<file path="config.mk">
export PLATFORM = sky130hd
export DESIGN_NAME = mem_stage_flat
export DESIGN_NICKNAME = d
export VERILOG_FILES = /design/src/rtl/mem_stage_if.sv /design/src/rtl/mem_stage.sv /design/src/flat_wrapper.sv
export SDC_FILE = /design/constraint.sdc
export NUM_CORES = 1
export LEC_CHECK = 0
export ABC_CLOCK_PERIOD_IN_PS = 2200
export CAP_MARGIN = 5
export CORE_MARGIN = 2
export CORE_UTILIZATION = 41
export CTS_CLUSTER_SIZE = 40
export DETAILED_ROUTE_END_ITERATION = 7
export PLACE_DENSITY = 0.8
export SYNTH_ARGS = -nofsm -noshare
export SYNTH_HDL_FRONTEND = slang
export SYNTH_SLANG_ARGS = --single-unit
</file>
<file path="constraint.sdc">
create_clock -name clk -period 2.2 [get_ports clk]
set_clock_uncertainty 0.15 [all_clocks]
set_input_delay 0.22 -clock clk [delete_from_list [all_inputs] [get_ports clk]]
set_output_delay 0.22 -clock clk [all_outputs]
set_load 0.01 [all_outputs]
</file>
<file path="src/rtl/mem_stage_if.sv">
// Data-memory request/acknowledge port between mem_stage and the data memory.
// The master side (mem_stage) raises mem_req_o with a stable address, write
// enable and store data, and holds them until the memory answers with
// mem_ack_i (plus mem_rdata_i for loads).
interface mem_stage_if;
    logic        mem_req_o;
    logic        mem_we_o;
    logic [31:0] mem_addr_o;
    logic [31:0] mem_wdata_o;
    logic        mem_ack_i;
    logic [31:0] mem_rdata_i;

    modport master (
        output mem_req_o,
        output mem_we_o,
        output mem_addr_o,
        output mem_wdata_o,
        input  mem_ack_i,
        input  mem_rdata_i
    );

    modport slave (
        input  mem_req_o,
        input  mem_we_o,
        input  mem_addr_o,
        input  mem_wdata_o,
        output mem_ack_i,
        output mem_rdata_i
    );
endinterface

</file>
<file path="src/rtl/mem_stage.sv">
// Memory stage: takes the EX result and either forwards ALU results to
// writeback (1-cycle latency) or performs a word load/store over a req/ack
// data-memory port, stalling the front end while the access is in flight.
// An access with no acknowledge within TIMEOUT request cycles is abandoned
// and reported on err_o.
//
// Optional feature: define MISALIGN_TRAP_EN to reject lw/sw whose address has
// non-zero low bits (misalign_o pulse, no request). Without it, misaligned
// addresses are silently rounded down to the word boundary.
module mem_stage #(
    parameter int TIMEOUT = 16          // request cycles before giving up (2..255)
) (
    input  logic        clk,
    input  logic        rst,

    // EX-stage result
    input  logic        valid_i,
    input  logic [4:0]  ALUop_i,
    input  logic [31:0] ALUOut_i,
    input  logic [31:0] StoreData_i,
    input  logic [4:0]  WriteReg_i,

    // Front-end hold
    output logic        stall_o,

    // Register-file write port
    output logic        wb_valid_o,
    output logic [31:0] wb_data_o,
    output logic [4:0]  wb_reg_o,

    // Status pulses
    output logic        err_o,
    output logic        misalign_o,

    // Data-memory port
    mem_stage_if.master mem
);

    localparam logic [4:0] OP_LW    = 5'b10100;
    localparam logic [4:0] OP_SW    = 5'b10101;
    localparam logic [7:0] CNT_LAST = 8'(TIMEOUT - 1);

    typedef enum logic [1:0] {
        IDLE = 2'd0,
        REQ  = 2'd1,
        DONE = 2'd2
    } state_t;

    state_t      state_reg;
    logic [7:0]  cnt_reg;

    // Access latches, driven straight onto the memory port so they stay
    // stable for the whole request.
    logic        mem_req_reg;
    logic        we_reg;
    logic [31:0] addr_reg;
    logic [31:0] wdata_reg;
    logic [4:0]  dst_reg;

    // Registered writeback / status outputs
    logic        wb_valid_reg;
    logic [31:0] wb_data_reg;
    logic [4:0]  wb_reg_reg;
    logic        err_reg;
`ifdef MISALIGN_TRAP_EN
    logic        misalign_reg;
`endif

    // Decode of the incoming EX result
    logic        is_mem_op;
    logic        can_accept;
    logic        misaligned;
    logic        start_access;

    assign is_mem_op  = valid_i && ((ALUop_i == OP_LW) || (ALUop_i == OP_SW));
    // DONE behaves like IDLE for new work so loads/stores can issue back-to-back.
    assign can_accept = (state_reg == IDLE) || (state_reg == DONE);

`ifdef MISALIGN_TRAP_EN
    assign misaligned = (ALUOut_i[1:0] != 2'b00);
`else
    // Low address bits are dropped when the word address is formed.
    logic [1:0] unused_addr_lsb;
    assign unused_addr_lsb = ALUOut_i[1:0];
    assign misaligned      = 1'b0;
`endif

    assign start_access = can_accept && is_mem_op && !misaligned;

    // Stall is combinational on accept so the front end holds the same cycle.
    assign stall_o = !rst && ((state_reg == REQ) || start_access);

    assign wb_valid_o = wb_valid_reg;
    assign wb_data_o  = wb_data_reg;
    assign wb_reg_o   = wb_reg_reg;
    assign err_o      = err_reg;
`ifdef MISALIGN_TRAP_EN
    assign misalign_o = misalign_reg;
`else
    assign misalign_o = 1'b0;
`endif

    assign mem.mem_req_o   = mem_req_reg;
    assign mem.mem_we_o    = we_reg;
    assign mem.mem_addr_o  = addr_reg;
    assign mem.mem_wdata_o = wdata_reg;

    // Main FSM: accept EX results, run the memory handshake, produce writeback.
    always_ff @(posedge clk) begin
        if (rst) begin
            state_reg    <= IDLE;
            cnt_reg      <= 8'd0;
            mem_req_reg  <= 1'b0;
            we_reg       <= 1'b0;
            addr_reg     <= 32'd0;
            wdata_reg    <= 32'd0;
            dst_reg      <= 5'd0;
            wb_valid_reg <= 1'b0;
            wb_data_reg  <= 32'd0;
            wb_reg_reg   <= 5'd0;
            err_reg      <= 1'b0;
`ifdef MISALIGN_TRAP_EN
            misalign_reg <= 1'b0;
`endif
        end else begin
            // Pulse outputs default low every cycle.
            wb_valid_reg <= 1'b0;
            err_reg      <= 1'b0;
`ifdef MISALIGN_TRAP_EN
            misalign_reg <= 1'b0;
`endif
            case (state_reg)
                IDLE, DONE: begin
                    state_reg <= IDLE;
                    if (valid_i) begin
                        if (is_mem_op) begin
                            if (misaligned) begin
`ifdef MISALIGN_TRAP_EN
                                misalign_reg <= 1'b1;
`endif
                            end else begin
                                addr_reg    <= {ALUOut_i[31:2], 2'b00};
                                wdata_reg   <= StoreData_i;
                                dst_reg     <= WriteReg_i;
                                we_reg      <= (ALUop_i == OP_SW);
                                mem_req_reg <= 1'b1;
                                cnt_reg     <= 8'd0;
                                state_reg   <= REQ;
                            end
                        end else begin
                            // ALU result goes straight to writeback; x0 is never written.
                            wb_valid_reg <= (WriteReg_i != 5'd0);
                            wb_data_reg  <= ALUOut_i;
                            wb_reg_reg   <= WriteReg_i;
                        end
                    end
                end

                REQ: begin
                    if (mem.mem_ack_i) begin
                        mem_req_reg <= 1'b0;
                        cnt_reg     <= 8'd0;
                        state_reg   <= DONE;
                        if (!we_reg) begin
                            wb_valid_reg <= (dst_reg != 5'd0);
                            wb_data_reg  <= mem.mem_rdata_i;
                            wb_reg_reg   <= dst_reg;
                        end
                    end else if (cnt_reg == CNT_LAST) begin
                        // Give up: drop the request, flag it, no writeback.
                        mem_req_reg <= 1'b0;
                        cnt_reg     <= 8'd0;
                        err_reg     <= 1'b1;
                        state_reg   <= IDLE;
                    end else begin
                        cnt_reg <= cnt_reg + 8'd1;
                    end
                end

                default: begin
                    state_reg   <= IDLE;
                    mem_req_reg <= 1'b0;
                    cnt_reg     <= 8'd0;
                end
            endcase
        end
    end

endmodule

</file>
<file path="src/flat_wrapper.sv">
// flat-port wrapper written by rule: the top's interface ports become plain ports
module mem_stage_flat 
#(
    parameter int TIMEOUT = 16                                                     
)
  (clk, rst, valid_i, ALUop_i, ALUOut_i, StoreData_i, WriteReg_i, stall_o, wb_valid_o, wb_data_o, wb_reg_o, err_o, misalign_o, mem_mem_req_o, mem_mem_we_o, mem_mem_addr_o, mem_mem_wdata_o, mem_mem_ack_i, mem_mem_rdata_i);
  mem_stage_if mem_i ();
  input  logic clk;
  input  logic rst;
  input  logic valid_i;
  input  logic [4:0] ALUop_i;
  input  logic [31:0] ALUOut_i;
  input  logic [31:0] StoreData_i;
  input  logic [4:0] WriteReg_i;
  output logic stall_o;
  output logic wb_valid_o;
  output logic [31:0] wb_data_o;
  output logic [4:0] wb_reg_o;
  output logic err_o;
  output logic misalign_o;
  output wire logic [$bits(mem_i.mem_req_o)-1:0] mem_mem_req_o;
  output wire logic [$bits(mem_i.mem_we_o)-1:0] mem_mem_we_o;
  output wire logic [$bits(mem_i.mem_addr_o)-1:0] mem_mem_addr_o;
  output wire logic [$bits(mem_i.mem_wdata_o)-1:0] mem_mem_wdata_o;
  input wire logic [$bits(mem_i.mem_ack_i)-1:0] mem_mem_ack_i;
  input wire logic [$bits(mem_i.mem_rdata_i)-1:0] mem_mem_rdata_i;
  assign mem_mem_req_o = mem_i.mem_req_o;
  assign mem_mem_we_o = mem_i.mem_we_o;
  assign mem_mem_addr_o = mem_i.mem_addr_o;
  assign mem_mem_wdata_o = mem_i.mem_wdata_o;
  assign mem_i.mem_ack_i = mem_mem_ack_i;
  assign mem_i.mem_rdata_i = mem_mem_rdata_i;
  mem_stage #(.TIMEOUT(TIMEOUT)) u_core (.clk(clk), .rst(rst), .valid_i(valid_i), .ALUop_i(ALUop_i), .ALUOut_i(ALUOut_i), .StoreData_i(StoreData_i), .WriteReg_i(WriteReg_i), .stall_o(stall_o), .wb_valid_o(wb_valid_o), .wb_data_o(wb_data_o), .wb_reg_o(wb_reg_o), .err_o(err_o), .misalign_o(misalign_o), .mem(mem_i));
endmodule
</file>
==> results of run 1 <==
## worst min-delay path by stage
| stage | endpoint | slack, ps | cells past startpoint |
|---|---|---|---|
| floorplan | u_core.err_o$_SDFF_PP0_ | 150 | 1 |
| global placement | u_core.mem.mem_addr_o[19]$_SDFFE_PP0P_ | 290 | 2 |
| detailed placement | u_core.mem.mem_wdata_o[4]$_SDFFE_PP0P_ | 300 | 2 |
| CTS | u_core.mem.mem_wdata_o[12]$_SDFFE_PP0P_ | 200 | 3 |
| global route | u_core.mem.mem_wdata_o[31]$_SDFFE_PP0P_ | 230 | 3 |
| finish | u_core.mem.mem_wdata_o[5]$_SDFFE_PP0P_ | 210 | 3 |
## critical path, stage by stage
cell	delay, ps
dlygate4sd3_1	550
buf_4	160
a21o_1	170
nor2_1	120
clkdlybuf4s50_1	550
## area by class of cell
class                      count  area (sq um)
clock buffer                  22         444.2
inverter                       1         3.754
tap                          143         178.9
timing repair buffer         230          2335
clock inverter                10         177.7
multi-input combinational    418          2103
sequential                   118          2362
fill                         920          3667
## routing by layer
metal / track usage [%] / up-vias
li1: - / 2402
met1: 28.07 / 2300
met2: 43.39 / 216
met3: 7.053 / 22
met4: 8.750 / 0
met5: 0 / -
## power breakdown
group	internal (W)	switching (W)	total, W
Sequential	0.00221	0.0000392	0.00225
Clock	0.00200	0.000933	0.00293
Combinational	0.000374	0.000261	0.000635
Total	0.00459	0.00123	0.00582
## cells in the final DEF (no fill, tap or decap), types with 2 or more instances in the layout
cell / n
o21ai_0: 43
clkinv_2: 4
buf_4: 11
a211oi_1: 38
clkbuf_1: 5
nor4_1: 2
dfxtp_1: 118
nand3_1: 2
or4_1: 4
o21bai_1: 2
a21oi_1: 78
or3_1: 40
clkbuf_16: 17
nand4_1: 2
nor2_1: 45
nand2_1: 140
bufinv_16: 5
conb_1: 3
buf_12: 6
o31ai_1: 2
nor3_1: 2
clkdlybuf4s50_1: 212
## synth_stat cells
| cell | number |
|---|---|
| a211oi_1 | 38 |
| a21o_1 | 1 |
| a21oi_1 | 78 |
| a21oi_4 | 1 |
| a22oi_1 | 1 |
| and2_1 | 1 |
| and3_1 | 2 |
| and4bb_2 | 1 |
| buf_2 | 12 |
| buf_4 | 9 |
| clkbuf_1 | 29 |
| conb_1 | 1 |
| dfxtp_1 | 118 |
| ha_1 | 1 |
| inv_1 | 1 |
| mux2i_4 | 1 |
| nand2_1 | 140 |
| nand2b_1 | 1 |
| nand2b_2 | 1 |
| nand3_1 | 3 |
| nand3b_1 | 1 |
| nand4_1 | 2 |
| nand4bb_1 | 1 |
| nor2_1 | 45 |
| nor2b_1 | 1 |
| nor3_1 | 2 |
| nor4_1 | 2 |
| o21ai_0 | 43 |
| o21bai_1 | 2 |
| o31ai_1 | 2 |
| or3_1 | 40 |
| or4_1 | 4 |
## metrics by stage
step	instance area [sq um]	total power [W]	hold WS (ps)	utilization, %
after floorplan	4697	0.002515	145.5	-
after global placement	6973	0.002913	291.6	61.86
after detailed placement	6973	0.002928	297.4	61.86
after CTS	7605	0.005871	201.5	67.47
after global routing	7605	0.006019	226.9	67.47
final	7605	0.005821	212.1	67.47
## cells by family after synthesis
group | count (synthesis)
simple gates | 247
other cells | 1
compound gates | 166
fa+ha+maj | 1
mux | 1
flops | 118
buf+inv | 51
==> results_dict.tcl, run 1 <==
set metrics [dict create \
    leakagePower_nw 2.646 \
    setup_violations 0 \
    arrival_ps 1770 \
    r2r_end "u_core.cnt_reg[4]$_SDFFE_PP0P_" \
    min_from "StoreData_i[5]" \
    hold_violations 0 \
    drive_gt1_share_pct 6.383 \
    synth_top_cell_by_area "dfxtp_1" \
    first_pass_iters 7 \
    met2WireLength_um 7664 \
    synth_top_area_share_pct 50.37 \
    num_rows 39 \
    clockBufferDepth 2 \
    antenna_cells 0 \
    grt_usage_pct 24.49 \
    drt_wl_total_um 14980 \
    slew_headroom_pct 64.27 \
    wl_per_cell_um 15.90 \
    worstSetupPathType "input pin to primary output" \
    syn_avg_cell_area_sq_um 8.016 \
    synthDistinctLibCells 32 \
    worstPathRequired_ps 1830 \
    max_freq_ghz 0.4683 \
    status "complete, no violations" \
    ys_seq_area_share_pct 50.37 \
    fin_crit_sh_pct 97.07 \
    viasPerCell 5.244 \
    drtIter0Drc 418 \
    wl_met3_um 1104 \
    place_inst 909 \
    cts_tree "built" \
    vdd_drop_max_mv 0.6297 \
    cp-start-kind "input pin" \
    antenna_found_initial 0 \
    htree_levels 4 \
    path_clk_slew_ps 50 \
    hp-class "input pin to register" \
    synth_area_leaders "dfxtp_1 50%, nand2_1 11%, a21oi_1 8.3%" \
    vias 4940 \
    cp_max_fo 2 \
    synth_seq_cells 118 \
    reg2reg_slack_ps 320 \
    finalSetupTns_ps 0 \
    syn_area_sq_um 4689 \
    wl_met1_um 5958 \
    pre_cts_ws_ps 58.30 \
    cap_viol_max_count 0 \
    grt_pass1_vias 4997 \
    grt_setup_unrepaired "no" \
    core_area_sq_um 11270 \
    yosys.area_share.simple_pct 23.37 \
    grt_overflow 0 \
    synth_top_family_by_area "simple AND/OR/NAND/NOR gates" \
    crit_end "stall_o" \
    remaining_drc_errors 0 \
    synth_fa_ha_area_share_pct 0.2668 \
    stdcell_count 942 \
    cts_hold_buffers 1 \
    ys_warn_count 0 \
    nets 897 \
    grt_pass1_wl_um 24520 \
    p_per_area_nw_per_um2 765.5 \
    port_buffers 213 \
    die_x_um 110.9 \
    die_area_sq_um 12310 \
    reg2reg_from "u_core.cnt_reg[0]$_SDFFE_PP0P_" \
    synthXorXnorAreaFrac_pct 0 \
    cts_setup_buffers 0 \
    endpoint_kind "primary output" \
    initial_utilization_pct 41.60 \
    tightestPinTransition_ps 531.1 \
    cts.sinks 118 \
    top_layer "met4" \
    gp_congestion 0.8695 \
    cts_root_buf "clkbuf_16" \
    fp.dieH_um 110.9 \
    cts_resized 0 \
    muxShareOfSynthArea_pct 0.4803 \
    insertion_delay_ps 400 \
    syn2layout_area_growth_pct 62.17 \
    crit_start "rst" \
    syn_inst 585 \
    pin_count 217 \
    ant_nets 0 \
    synth-compound-area-share_pct 20.30 \
    slew_viol_final 0 \
    numCtsBuffers 17 \
    min_period_ps 2135 \
    grt_max_degree 114 \
    rr_worst_depth 5 \
    fin_ws_ps 64.52 \
    hpwl_um 10250 \
]
Note: power is estimated with default switching activity, not from simulation.
==> run 2: changes to the inputs <==
--- a/config.mk
+++ b/config.mk
@@ -15,3 +15,4 @@
 export SYNTH_ARGS = -nofsm -noshare
 export SYNTH_HDL_FRONTEND = slang
 export SYNTH_SLANG_ARGS = --single-unit
+export TNS_END_PERCENT = 1
==> results of run 2 <==
The final DEF is identical to that of run 1; final timing and power are the same.
